## config.mk

```make
export PLATFORM = sky130hd
export DESIGN_NAME = nn_out_delta
export DESIGN_NICKNAME = d
export VERILOG_FILES = /design/src/rtl/nn_out_delta.sv
export SDC_FILE = /design/constraint.sdc
export NUM_CORES = 2
export LEC_CHECK = 0
export BUFFER_PORTS_ARGS = -buffer_cell sky130_fd_sc_hd__buf_2
export CAP_MARGIN = 30
export CORE_ASPECT_RATIO = 0.9
export CORE_MARGIN = 1.5
export CORE_UTILIZATION = 65
export DETAILED_ROUTE_END_ITERATION = 8
export GPL_ROUTABILITY_DRIVEN = 0
export PLACE_DENSITY = 0.81
export SETUP_SLACK_MARGIN = 0.4
export SLEW_MARGIN = 20
export SYNTH_ARGS = -nofsm -noshare
export SYNTH_HDL_FRONTEND = slang
export SYNTH_SLANG_ARGS = --single-unit
```

## constraint.sdc

```tcl
create_clock -name clk -period 10.19 [get_ports clk]
set_clock_uncertainty 0.15 [all_clocks]
set_input_delay 1.5285 -clock clk [delete_from_list [all_inputs] [get_ports clk]]
set_output_delay 1.5285 -clock clk [all_outputs]
set_load 0.02 [all_outputs]
```

## src/rtl/nn_out_delta.sv

```systemverilog
// Output-layer delta stage: reads the target for the current pattern, computes
// (y - t)*y*(1 - y) in signed Q2.14 and accumulates the epoch sum of squared error.
module nn_out_delta #(
  parameter int unsigned DWIDTH = 16,
  parameter int unsigned AWIDTH = 4,
  parameter int unsigned FRAC   = 14,
  parameter int unsigned NPAT   = 16,
  parameter int unsigned SWIDTH = 24
) (
  input  logic              clk,
  input  logic              rst_n,
  input  logic              start,
  input  logic              epoch_clr,
  input  logic [DWIDTH-1:0] y_in,
  output logic              t_rd,
  output logic [AWIDTH-1:0] t_addr,
  input  logic [DWIDTH-1:0] t_in,
  output logic [DWIDTH-1:0] delta_out,
  output logic              delta_valid,
  output logic [SWIDTH-1:0] sse_out,
  output logic              epoch_done,
  output logic              busy
);

  localparam int unsigned EW   = DWIDTH + 1;
  localparam int unsigned PW   = 2 * EW;
  localparam int unsigned SUMW = ((SWIDTH > PW) ? SWIDTH : PW) + 1;

  localparam logic [DWIDTH-1:0]    ONE  = DWIDTH'(1 << FRAC);
  localparam logic [AWIDTH-1:0]    LAST = AWIDTH'(NPAT - 1);
  localparam logic signed [PW-1:0] DMAX = PW'((2 ** (DWIDTH - 1)) - 1);
  localparam logic signed [PW-1:0] DMIN = ~DMAX;
  localparam logic [SUMW-1:0]      AMAX = SUMW'({SWIDTH{1'b1}});

  localparam logic [2:0] S_IDLE = 3'd0;
  localparam logic [2:0] S_READ = 3'd1;
  localparam logic [2:0] S_CAPT = 3'd2;
  localparam logic [2:0] S_MUL1 = 3'd3;
  localparam logic [2:0] S_MUL2 = 3'd4;
  localparam logic [2:0] S_OUT  = 3'd5;

  logic [2:0]             state_q, state_d;
  logic [AWIDTH-1:0]      idx_q, idx_d;
  logic [SWIDTH-1:0]      acc_q, acc_d;
  logic [DWIDTH-1:0]      y_q, y_d;
  logic [DWIDTH-1:0]      t_q, t_d;
  logic signed [EW-1:0]   err_q, err_d;
  logic [DWIDTH-1:0]      ymy_q, ymy_d;
  logic [DWIDTH-1:0]      delta_q, delta_d;
  logic                   dvalid_q, dvalid_d;
  logic [SWIDTH-1:0]      sse_q, sse_d;
  logic                   edone_q, edone_d;
  logic                   t_rd_q, t_rd_d;
  logic                   busy_q, busy_d;

  logic [2*DWIDTH-1:0]    yprod_c;
  logic signed [PW-1:0]   err_ext_c, ymy_ext_c, dprod_c, dshift_c, sqprod_c;
  logic [PW-1:0]          sq_c;
  logic [SUMW-1:0]        sum_c;
  logic [SWIDTH-1:0]      acc_sat_c;
  logic [DWIDTH-1:0]      delta_sat_c;

  // Datapath arithmetic; y is clamped to 1.0 so y*(1-y) is never negative
  always_comb begin
    yprod_c     = (2*DWIDTH)'(y_q) * (2*DWIDTH)'(ONE - y_q);
    err_ext_c   = PW'(err_q);
    ymy_ext_c   = PW'(ymy_q);
    dprod_c     = err_ext_c * ymy_ext_c;
    dshift_c    = dprod_c >>> FRAC;
    sqprod_c    = err_ext_c * err_ext_c;
    sq_c        = $unsigned(sqprod_c >>> FRAC);
    sum_c       = SUMW'(acc_q) + SUMW'(sq_c);
    acc_sat_c   = (sum_c > AMAX) ? {SWIDTH{1'b1}} : SWIDTH'(sum_c);
    if (dshift_c > DMAX)      delta_sat_c = DWIDTH'(DMAX);
    else if (dshift_c < DMIN) delta_sat_c = DWIDTH'(DMIN);
    else                      delta_sat_c = DWIDTH'(dshift_c);
  end

  // Next-state logic; OUT accepts a new start so throughput is 5 cycles/pattern
  always_comb begin
    state_d  = state_q;
    idx_d    = idx_q;
    acc_d    = acc_q;
    y_d      = y_q;
    t_d      = t_q;
    err_d    = err_q;
    ymy_d    = ymy_q;
    delta_d  = delta_q;
    dvalid_d = 1'b0;
    sse_d    = sse_q;
    edone_d  = 1'b0;
    case (state_q)
      S_IDLE, S_OUT: begin
        state_d = S_IDLE;
        if (epoch_clr) begin
          idx_d = '0;
          acc_d = '0;
        end else if (start) begin
          y_d     = (y_in > ONE) ? ONE : y_in;
          state_d = S_READ;
        end
      end
      S_READ: state_d = S_CAPT;
      S_CAPT: begin
        t_d     = t_in;
        state_d = S_MUL1;
      end
      S_MUL1: begin
        err_d   = EW'(y_q) - EW'(t_q);
        ymy_d   = DWIDTH'(yprod_c >> FRAC);
        state_d = S_MUL2;
      end
      S_MUL2: begin
        delta_d  = delta_sat_c;
        dvalid_d = 1'b1;
        if (idx_q == LAST) begin
          idx_d   = '0;
          sse_d   = acc_sat_c;
          acc_d   = '0;
          edone_d = 1'b1;
        end else begin
          idx_d = idx_q + AWIDTH'(1);
          acc_d = acc_sat_c;
        end
        state_d = S_OUT;
      end
      default: state_d = S_IDLE;
    endcase
    t_rd_d = (state_d == S_READ);
    busy_d = (state_d == S_READ) || (state_d == S_CAPT) ||
             (state_d == S_MUL1) || (state_d == S_MUL2);
  end

  always_ff @(posedge clk or negedge rst_n) begin
    if (!rst_n) begin
      state_q  <= S_IDLE;
      idx_q    <= '0;
      acc_q    <= '0;
      y_q      <= '0;
      t_q      <= '0;
      err_q    <= '0;
      ymy_q    <= '0;
      delta_q  <= '0;
      dvalid_q <= 1'b0;
      sse_q    <= '0;
      edone_q  <= 1'b0;
      t_rd_q   <= 1'b0;
      busy_q   <= 1'b0;
    end else begin
      state_q  <= state_d;
      idx_q    <= idx_d;
      acc_q    <= acc_d;
      y_q      <= y_d;
      t_q      <= t_d;
      err_q    <= err_d;
      ymy_q    <= ymy_d;
      delta_q  <= delta_d;
      dvalid_q <= dvalid_d;
      sse_q    <= sse_d;
      edone_q  <= edone_d;
      t_rd_q   <= t_rd_d;
      busy_q   <= busy_d;
    end
  end

  assign t_rd        = t_rd_q;
  assign t_addr      = idx_q;
  assign delta_out   = delta_q;
  assign delta_valid = dvalid_q;
  assign sse_out     = sse_q;
  assign epoch_done  = edone_q;
  assign busy        = busy_q;

endmodule

```

==> impl_metrics.env <==
export IMPL_critPathArrivalTime_ns=9.45
export IMPL_drt_pass_1_iters=7
export IMPL_die_w_um=250
export IMPL_timing_critical_path_fanout_max=48
export IMPL_grt_pass1_wl_um=135000
export IMPL_global_route_overflow_total=0
export IMPL_wl_per_cell_um=17.5
export IMPL_ant_nets=0
export IMPL_worst_slew_pin_slew_ns=1.03
export IMPL_cp_required_ns=10.34
export IMPL_clk_insertion_delay_late_ns=0.46
export IMPL_remaining_drc_errors=0
export IMPL_dr_wl_met3_um=6870
export IMPL_setup_total_negative_slack_ns=0
export IMPL_synth_seq_cells=140
export IMPL_max_slew_margin_rel_pct=31.2
export IMPL_cts_tree="done"
export IMPL_clock_sinks=140
export IMPL_maximum_achievable_frequency_mhz=107
export IMPL_count_of_flip_flops_with_a_built_in_enable_after_synthesis=0
export IMPL_pin_count=84
export IMPL_crit_path_end_kind="flip-flop"
export IMPL_starting_density_pct=65.7
export IMPL_hold_buffers=0
export IMPL_final_net_count=4935
export IMPL_die_area_sq_um=56400
export IMPL_drt_wl_total_um=79000
export IMPL_areaGrowthSynthToFinish_pct=4.27
export IMPL_initial_antenna_violation_count=1
export IMPL_place_detailed_instances=4493
export IMPL_finalHoldViolCount=0
export IMPL_rsz0062_at_grt="false"
export IMPL_synth_top_area_share_pct=42.1
export IMPL_die_h_um=225
export IMPL_synth_area_per_cell_sq_um=9.32
export IMPL_synth_ff_type="dfrtp_1"
export IMPL_area_contributors_post_synth="fa_1 (42%), ha_1 (12%), inv_1 (9.9%)"
export IMPL_timing_max_cap_violations=0
export IMPL_status="finished clean"
export IMPL_maxSlewViolCount=0
export IMPL_detail_route_wirelength_met1_um=35100
export IMPL_final_non_filler_cell_total=4527
export IMPL_global_route_usage_total_pct=30.0
export IMPL_synthesis_area_sq_um=35700
export IMPL_hold_path_class="reg2reg"
export IMPL_root_buffer="clkbuf_16"
export IMPL_netlist_instances=3833
export IMPL_grt_max_degree=72
export IMPL_tritoncts_num_buffers=17
export IMPL_via_per_inst=5.56
export IMPL_met2WireLength_um=35900
export IMPL_antenna_cells=0
export IMPL_period_share_pct=91.3
export IMPL_dpl_hpwl_um=63400
export IMPL_drive_gt1_share_pct=5.42
export IMPL_critical_path_slowest_cell="dfrtp_1"
export IMPL_synth_top_area_cell="fa_1"
export IMPL_ys_seq_area_share_pct=9.81
export IMPL_critPathLaunchType="flip-flop"
export IMPL_crit_path_frequent_cell="fa_1"
export IMPL_placementRows=81
export IMPL_yosysUniqueCellTypes=86
export IMPL_cpPeakStageDelay_ns=0.75
export IMPL_final_period_minus_worst_setup_slack_ns=9.31
export IMPL_final_setup_viol_count=0
export IMPL_ctsResizeCount=0
export IMPL_fraction_of_registers_with_async_set_or_reset_after_synthesis_pct=100
export IMPL_worst_setup_path_class="reg2reg"
export IMPL_clock_path_buffers=2
export IMPL_h_tree_depth=4
export IMPL_post_cts_setup_buffers=0
export IMPL_num_vias=25185
export IMPL_clk_pin_slew_worst_paths_ns=0.07
export IMPL_mappedNetlistNets=4959
export IMPL_buffer_ports_inserted=83
export IMPL_vias_in_the_first_global_route=26807
export IMPL_drt_first_iter_violations=1654
export IMPL_core_region_area_sq_um=54300
export IMPL_yosysWarningCount=0
export IMPL_worst_hold_slack_ns=0.329
export IMPL_highest_signal_layer="met5"
## per-stage QoR
| stage | utilization, % | setup WS (ns) | instance area, sq um |
|---|---|---|---|
| 2_1_floorplan | - | 1.42 | 35700 |
| 3_3_place_gp | 67.4 | 1.19 | 36600 |
| 3_5_place_dp | 67.4 | 0.927 | 36600 |
| 4_1_cts | 68.5 | 0.821 | 37200 |
| 5_1_grt | 68.6 | 0.431 | 37200 |
| 6_report | 68.6 | 0.883 | 37200 |
## layout by cell type (no fill, tap or decap), types with 17 or more instances in the layout
cell type / Yosys / routed
a31oi_1: 33 / 33
buf_2: 3 / 82
clkbuf_16: 0 / 17
and2_1: 199 / 199
fa_1: 752 / 752
nor3_1: 20 / 20
nor2_1: 120 / 119
o21ai_0: 101 / 101
nor2b_1: 74 / 74
nand2b_1: 135 / 135
inv_1: 938 / 938
a21o_1: 38 / 38
dfrtp_1: 140 / 139
xnor2_1: 76 / 76
a21oi_1: 77 / 77
ha_1: 338 / 338
buf_4: 4 / 38
nand3_1: 19 / 19
nand2_1: 347 / 347
xor2_1: 34 / 34
## area by class of cell
cell class,count,area [sq um]
tap,705,882
inverter,938,3520
multi-input combinational,2588,28000
sequential,140,3500
clock buffer,18,429
timing repair buffer,124,766
fill,4058,17100
clock inverter,14,125
## cell families after synthesis
group / count (synthesis) / share of synthesized area (%)
muxes: 7 / 0.207
and+or+nand+nor: 984 / 14.0
AOI/OAI and AO/OA: 395 / 7.42
xor gates and xnor gates: 111 / 2.76
buffers and inverters: 1105 / 11.8
DFF: 140 / 9.81
adders and majority gates: 1091 / 54.0
## final timing paths
check | from | endpoint | slack (ns) | depth (start not counted)
setup / recovery | err_q[2] | acc_q[2] | 0.88 | 32
hold / removal | delta_out[15] | delta_out[15] | 0.33 | 2
setup reg to reg | err_q[2] | acc_q[2] | 0.88 | 32
hold reg to reg | delta_out[15] | delta_out[15] | 0.33 | 2
max in group asynchronous | rst_n | acc_q[20] | 7.81 | 3
min in group asynchronous | rst_n | delta_out[13] | 0.90 | 1
## cell usage after synthesis, types with 4 or more instances
| library cell | count |
|---|---|
| a22o_1 | 13 |
| fa_1 | 752 |
| clkbuf_1 | 154 |
| or3_1 | 5 |
| a31o_2 | 8 |
| a211oi_1 | 8 |
| nor3b_1 | 4 |
| o311ai_0 | 5 |
| nand3_1 | 19 |
| mux2i_1 | 4 |
| ha_1 | 338 |
| or2_2 | 16 |
| o21ai_0 | 101 |
| a2bb2oi_1 | 6 |
| dfrtp_1 | 140 |
| xor2_1 | 34 |
| nor3_1 | 20 |
| a211o_1 | 4 |
| buf_4 | 4 |
| o21a_1 | 16 |
| or4_1 | 5 |
| inv_1 | 938 |
| o21bai_1 | 11 |
| nand2_1 | 347 |
| a31oi_1 | 33 |
| and3_1 | 14 |
| xnor2_1 | 76 |
| nor2b_1 | 74 |
| a21o_1 | 38 |
| o311ai_1 | 10 |
| nand4_1 | 7 |
| o31ai_1 | 13 |
| nand2b_1 | 135 |
| and2_1 | 199 |
| nor2_1 | 120 |
| a21oi_1 | 77 |
| nor4_1 | 5 |
| a311oi_1 | 4 |
## routing by layer
| layer | up-vias | track usage, % |
|---|---|---|
| li1 | 11463 | - |
| met1 | 12611 | 43.4 |
| met2 | 994 | 47.4 |
| met3 | 115 | 6.28 |
| met4 | 2 | 5.67 |
| met5 | - | 0 |
## worst max-delay path, delay by kind of cell, from the launching register on
| family | cells | cell delay [ns] |
|---|---|---|
| AOI/OAI and AO/OA | 13 | 3.45 |
| adders and majority gates | 8 | 3.37 |
| buffers and inverters | 6 | 0.76 |
| DFF | 1 | 0.75 |
| and+or+nand+nor | 5 | 0.64 |
## sequential cells by signal (all words and copies together) (netlist names), 3 cells and up
name       flops
y_q           16
err_q         17
sse_out       24
t_addr         4
state_q        3
acc_q         24
ymy_q         16
delta_out     16
t_q           16
Power is left out: the tool's default activity adds up to more than one toggle a clock period on the data nets, which glitch-free logic cannot reach.
